File: config.mk
export PLATFORM = sky130hd
export DESIGN_NAME = input_snapshot_sched
export DESIGN_NICKNAME = d
export VERILOG_FILES = /design/src/rtl/input_snapshot_sched.sv
export SDC_FILE = /design/constraint.sdc
export NUM_CORES = 2
export LEC_CHECK = 0
export ABC_AREA = 1
export BUFFER_PORTS_ARGS = -buffer_cell sky130_fd_sc_hd__buf_2
export CAP_MARGIN = 15
export CORE_UTILIZATION = 45
export DETAILED_ROUTE_END_ITERATION = 8
export HOLD_SLACK_MARGIN = 0.02
export SKIP_CTS_REPAIR_TIMING = 1
export SYNTH_ARGS = -nofsm -noshare
export SYNTH_HDL_FRONTEND = slang
export SYNTH_SLANG_ARGS = --single-unit
File: constraint.sdc
create_clock -name clk_sys -period 50.3 [get_ports clk_sys]
set_clock_uncertainty 0.15 [all_clocks]
set_input_delay 15.09 -clock clk_sys [delete_from_list [all_inputs] [get_ports clk_sys]]
set_output_delay 15.09 -clock clk_sys [all_outputs]
set_load 0.01 [all_outputs]
File: src/rtl/input_snapshot_sched.sv
// Per-frame input snapshot: captures all player inputs at vblank into a
// double-buffered bank and serves them to the CPU. Optional: INPUT_SNAPSHOT_CHANGE_IRQ_EN.
//
// state   | meaning
// IDLE    | waiting for a vblank rising edge
// CAPTURE | writing one player slot per cycle into the inactive bank
// SWAP    | flip the active bank, bump frame_count
module input_snapshot_sched #(
   parameter int PLAYERS = 6,
   parameter int SPIN_W  = 16
) (
   input  logic                   clk_sys,
   input  logic                   reset,
   input  logic                   vblank,
   input  logic [32*PLAYERS-1:0]  joystick,
   input  logic [16*PLAYERS-1:0]  analog,
   input  logic [8*PLAYERS-1:0]   paddle,
   input  logic [16*PLAYERS-1:0]  spinner,
   input  logic                   cpu_rd_req,
   input  logic [4:0]             cpu_addr,
   output logic                   cpu_rd_ack,
   output logic [31:0]            cpu_dout,
   output logic [15:0]            frame_count,
   output logic                   busy
`ifdef INPUT_SNAPSHOT_CHANGE_IRQ_EN
   ,
   output logic                   change_irq
`endif
);

   localparam int IDX_W = 3;
   localparam logic [IDX_W-1:0] NUM_P    = IDX_W'(PLAYERS);
   localparam logic [IDX_W-1:0] LAST_IDX = IDX_W'(PLAYERS - 1);

   typedef enum logic [1:0] {S_IDLE, S_CAPTURE, S_SWAP} state_t;

   state_t            state, state_nxt;
   logic [IDX_W-1:0]  idx, idx_nxt;
   logic              vblank_q;
   logic              vb_edge;
   logic              bank_sel;
   logic              overrun;
   logic              rd_sample;
   logic              status_rd;
   logic [31:0]       rd_data;
   logic [2:0]        slot;
   logic [1:0]        field;

   logic [31:0]       joy_in   [PLAYERS];
   logic [15:0]       ana_in   [PLAYERS];
   logic [7:0]        pad_in   [PLAYERS];

   logic [31:0]       bank_joy  [2][PLAYERS];
   logic [15:0]       bank_ana  [2][PLAYERS];
   logic [7:0]        bank_pad  [2][PLAYERS];
   logic [SPIN_W-1:0] bank_spin [2][PLAYERS];

   logic [SPIN_W-1:0] spin_pos  [PLAYERS];
   logic [SPIN_W-1:0] spin_nxt  [PLAYERS];
   logic [PLAYERS-1:0] tog_q;
   logic              spin_unused;

   always_comb begin
      spin_unused = 1'b0;
      for (int p = 0; p < PLAYERS; p++) begin
         joy_in[p]   = joystick[32*p +: 32];
         ana_in[p]   = analog[16*p +: 16];
         pad_in[p]   = paddle[8*p +: 8];
         spin_unused = spin_unused ^ (^spinner[16*p+9 +: 7]);
         spin_nxt[p] = spin_pos[p];
         if (spinner[16*p+8] != tog_q[p])
            spin_nxt[p] = spin_pos[p] + {{(SPIN_W-8){spinner[16*p+7]}}, spinner[16*p +: 8]};
      end
   end

   // Spinner accumulators run in every state so no toggle is ever missed.
   always_ff @(posedge clk_sys or posedge reset) begin
      if (reset) begin
         tog_q <= '0;
         for (int p = 0; p < PLAYERS; p++) spin_pos[p] <= '0;
      end else begin
         for (int p = 0; p < PLAYERS; p++) begin
            spin_pos[p] <= spin_nxt[p];
            tog_q[p]    <= spinner[16*p+8];
         end
      end
   end

   assign vb_edge = vblank & ~vblank_q;
   assign busy    = (state != S_IDLE);

   always_comb begin
      state_nxt = state;
      idx_nxt   = idx;
      case (state)
         S_IDLE: begin
            if (vb_edge) begin
               state_nxt = S_CAPTURE;
               idx_nxt   = '0;
            end
         end
         S_CAPTURE: begin
            if (idx == LAST_IDX) state_nxt = S_SWAP;
            else                 idx_nxt   = idx + 3'd1;
         end
         S_SWAP:  state_nxt = S_IDLE;
         default: state_nxt = S_IDLE;
      endcase
   end

   always_ff @(posedge clk_sys or posedge reset) begin
      if (reset) begin
         state <= S_IDLE;
         idx   <= '0;
      end else begin
         state <= state_nxt;
         idx   <= idx_nxt;
      end
   end

   // Capture writes only the inactive bank; the CPU never sees a partial frame.
   always_ff @(posedge clk_sys or posedge reset) begin
      if (reset) begin
         for (int b = 0; b < 2; b++) begin
            for (int p = 0; p < PLAYERS; p++) begin
               bank_joy[b][p]  <= '0;
               bank_ana[b][p]  <= '0;
               bank_pad[b][p]  <= '0;
               bank_spin[b][p] <= '0;
            end
         end
      end else if (state == S_CAPTURE) begin
         bank_joy[~bank_sel][idx]  <= joy_in[idx];
         bank_ana[~bank_sel][idx]  <= ana_in[idx];
         bank_pad[~bank_sel][idx]  <= pad_in[idx];
         bank_spin[~bank_sel][idx] <= spin_nxt[idx];
      end
   end

   assign slot      = cpu_addr[4:2];
   assign field     = cpu_addr[1:0];
   assign rd_sample = cpu_rd_req && (state != S_SWAP);
   assign status_rd = rd_sample && (cpu_addr == 5'b111_00);

`ifdef INPUT_SNAPSHOT_CHANGE_IRQ_EN
   logic irq_pending;
   logic diff_seen;
   logic irq_rd;

   assign irq_rd     = rd_sample && (cpu_addr == 5'b111_01);
   assign change_irq = irq_pending;

   // Differences are gathered during capture and published only at the swap.
   always_ff @(posedge clk_sys or posedge reset) begin
      if (reset) begin
         diff_seen   <= 1'b0;
         irq_pending <= 1'b0;
      end else begin
         if (state == S_SWAP)
            diff_seen <= 1'b0;
         else if (state == S_CAPTURE && joy_in[idx] != bank_joy[bank_sel][idx])
            diff_seen <= 1'b1;

         if (state == S_SWAP && diff_seen) irq_pending <= 1'b1;
         else if (irq_rd)                  irq_pending <= 1'b0;
      end
   end
`endif

   always_comb begin
      rd_data = '0;
      if (slot < NUM_P) begin
         case (field)
            2'd0:    rd_data = bank_joy[bank_sel][slot];
            2'd1:    rd_data = {bank_ana[bank_sel][slot], bank_pad[bank_sel][slot], 8'h00};
            2'd2:    rd_data = 32'(bank_spin[bank_sel][slot]);
            default: rd_data = {frame_count, 16'h0000};
         endcase
      end else if (slot == 3'd7) begin
         if (field == 2'd0)
            rd_data = {busy, overrun, 14'b0, frame_count};
`ifdef INPUT_SNAPSHOT_CHANGE_IRQ_EN
         else if (field == 2'd1)
            rd_data = {31'b0, irq_pending};
`endif
      end
   end

   always_ff @(posedge clk_sys or posedge reset) begin
      if (reset) begin
         vblank_q    <= 1'b0;
         bank_sel    <= 1'b0;
         frame_count <= '0;
         overrun     <= 1'b0;
         cpu_rd_ack  <= 1'b0;
         cpu_dout    <= '0;
      end else begin
         vblank_q   <= vblank;
         cpu_rd_ack <= rd_sample;
         if (rd_sample) cpu_dout <= rd_data;
         if (state == S_SWAP) begin
            bank_sel    <= ~bank_sel;
            frame_count <= frame_count + 16'd1;
         end
         // A new overrun in the same cycle as the clearing read must survive.
         if (vb_edge && state != S_IDLE) overrun <= 1'b1;
         else if (status_rd)             overrun <= 1'b0;
      end
   end

endmodule

==> flow_metrics.tcl <==
set metrics [dict create \
    syn-num-nets 7956 \
    max_stage_delay_ns 0.96 \
    slowest_stage "nand4_1" \
    core_area_um2 120000 \
    htreeDepth 3 \
    nFillCells 11900 \
    rsz0062_at_grt "no" \
    whs_ns 0.322 \
    crit_start "spinner[80]" \
    grt_use_total_pct 34.8 \
    num-nets-final 8107 \
    powerDensity_nw_per_um2 68.3 \
    crit_type "input port to register" \
    drt_pass1_iterations 6 \
    start_util_pct 45.6 \
    grt_max_degree 181 \
    fin_setup_tns_ns 0 \
    crit_path_end "bank_spin[100]" \
    drtIter0Drc 5151 \
    ys_types 50 \
    cts_tree "yes" \
    cp.required_ns 50.74 \
    hold_violations 0 \
    grt_first_pass_wirelength_um 318000 \
    dp_hpwl_um 142000 \
    die-area_um2 123000 \
    min_path_type "register to register" \
    async_flop_share_pct 100 \
    synthCells 7416 \
    cp-end-kind "register" \
    r2r_end "cpu_dout[14]" \
    fin_crit_sh_pct 35.9 \
    cp-start-kind "input port" \
    finalSetupViolCount 0 \
    remaining_drc_errors 0 \
    ios 491 \
    clock-sinks 1023 \
    routed_wl_um 217000 \
    die_w_um 351 \
    drv_cap 0 \
    wl_per_cell_um 23.3 \
    synth_area_leaders "dfrtp_1 (47%), nand2_1 (20%), o21ai_0 (6.0%), inv_1 (3.8%), nand3_1 (3.2%)" \
    clk_path_buf_depth 3 \
    period_needed_ns 18.06 \
    worst_ep_arrival_time_ns 18.49 \
    ant_nets 0 \
    yosys.area.top_type "dfrtp_1" \
    status "complete, no violations" \
    first_global_vias 48300 \
    ys_ff_latch 1023 \
    synth_edf_count 0 \
    cts_buffers 113 \
    worst-path-max-fanout 12 \
    drv_slew 0 \
    synthFlopType "dfrtp_1" \
    slew_headroom_pct 17.2 \
    tightestPinTransition_ns 1.24 \
    ys_seq_area_share_pct 46.6 \
    gr-total-overflow 0 \
    die_y_um 351 \
    vias 51400 \
    leakage_nw 31.1 \
    clock.fmax_mhz 55.4 \
    final-seq-area_um2 25600 \
    clk_pin_slew_ns 0.06 \
    syn_area_per_cell_um2 7.41 \
    rows 127 \
    yosysWarnings 0 \
    crit_top_cell "nand2_1" \
    area.growth.synth_to_final_pct 12.0 \
    port_buffers 448 \
    multi_input_area_um2 24900 \
    layout-drive-gt1-share_pct 10.9 \
    detail_route.vias_per_cell 5.54 \
    r2r_setup_slack_ns 45.71 \
    synthDominantCellAreaShare_pct 46.6 \
    regToRegStartpoint "bank_sel" \
    syn_area_um2 54900 \
    gp_congestion 0.975 \
    cp_cell_sequence "buf_2, ha_1, fa_1, nand2_1, nand2_1, nand2_1, xor2_1, o21ai_0, nand2_1, nand2_1, a21oi_1, nand4_1, nand2_1, nand2_1" \
    ctsRootBufferMaster "clkbuf_16" \
    clk_latency_ns 0.72 \
    antenna_found_initial 15 \
    reg2regPathDepth 10 \
    ir_drop_uv 44.9 \
]
per-stage QoR:
stage,std cells,total power [mW],setup WS (ns),utilization [%],cell area [um^2]
after floorplan,7416,2.70,6.27,-,54900
after global placement,9064,3.28,31.50,47.9,57700
after detailed placement,9064,3.31,31.49,47.9,57700
after CTS,9273,4.18,32.23,51.1,61500
after global routing,9276,4.49,32.03,51.1,61500
final,9278,4.20,32.24,51.1,61500
how the worst min path moves through the flow:
stage                   start              to  slack (ns)  cells after the start
2_1_floorplan  bank_spin[165]  bank_spin[165]        0.29                      2
3_3_place_gp    bank_ana[191]   bank_ana[191]        0.31                      2
3_5_place_dp    bank_spin[64]   bank_spin[64]        0.31                      2
4_1_cts         bank_spin[64]   bank_spin[64]        0.33                      2
5_1_grt         bank_joy[357]   bank_joy[357]        0.34                      2
6_report        bank_joy[258]   bank_joy[258]        0.32                      2
metal layers:
layer,up-vias,part of all wire [%],global-route usage (%)
met3,409,8.6,6.67
met4,14,4.9,15.8
li1,24100,-,-
met2,2129,45,54.7
met5,-,0.043,0
met1,24700,42,46.5
flip-flops by register name (all words and copies together) (netlist names), 3 cells and up:
signal       count
bank_ana       192
bank_joy       384
bank_pad        96
bank_spin      192
cpu_dout        32
frame_count     16
idx              3
spin_pos        96
tog_q            6
cell usage in the layout, fill, tap and decap left out, drive strengths merged, types with 6 or more instances in the layout:
master     n
nand2   3002
dfrtp   1023
o21ai    703
inv      584
buf      529
nand3    353
a21oi    299
nor2     271
clkbuf   178
o211ai   119
ha        93
a22oi     85
or2       59
nand4     50
o22ai     50
xnor2     38
and2      37
a31oi     32
clkinv    25
xor2      21
a22o      20
nor3      20
a221oi    17
o221ai    10
o32ai      8
a21boi     7
fa         6
bufinv     6
layout make-up:
cell class | instances | share of cell area (%)
Clock inverter | 31 | 0.592
Antenna cell | 5 | 0.0203
Multi-Input combinational cell | 5315 | 40.4
Tap cell | 1612 | 3.28
Inverter | 585 | 3.61
Timing Repair Buffer | 529 | 4.82
Sequential cell | 1023 | 41.6
Clock buffer | 178 | 5.63
critical path, delay by kind of cell:
kind            cells  cell delay (ns)
compound gates      2             0.65
fa+ha+maj           2             0.65
simple gates        8             1.81
xor+xnor            1             0.14
buf+inv             1             0.10
report_power, final:
group | switching, mW | internal, mW | leakage (nW)
Clock | 0.358 | 0.501 | 1.90
Combinational | 1.40 | 0.552 | 16.7
Sequential | 0.174 | 1.22 | 12.4
cell families after synthesis:
family          Yosys count  synth area share [%]
simple gates           3796                  27.7
compound gates         1360                  14.2
buf+inv                1078                  8.26
flops                  1023                  46.6
fa+ha+maj                99                  2.34
xor+xnor                 59                 0.941
mux                       1                0.0182
Yosys cell counts (38+ instances only):
library cell / instances
nand2_1: 2998
dfrtp_1: 1023
o21ai_0: 655
inv_1: 560
nand3_1: 352
a21oi_1: 299
nor2_1: 266
clkbuf_1: 231
buf_2: 141
o211ai_1: 119
ha_1: 93
a22oi_1: 85
buf_4: 60
or2_2: 51
nand4_1: 50
o22ai_1: 50
buf_1: 49
o21ai_1: 48
xnor2_1: 38
Power figures use the tool's default switching activity.
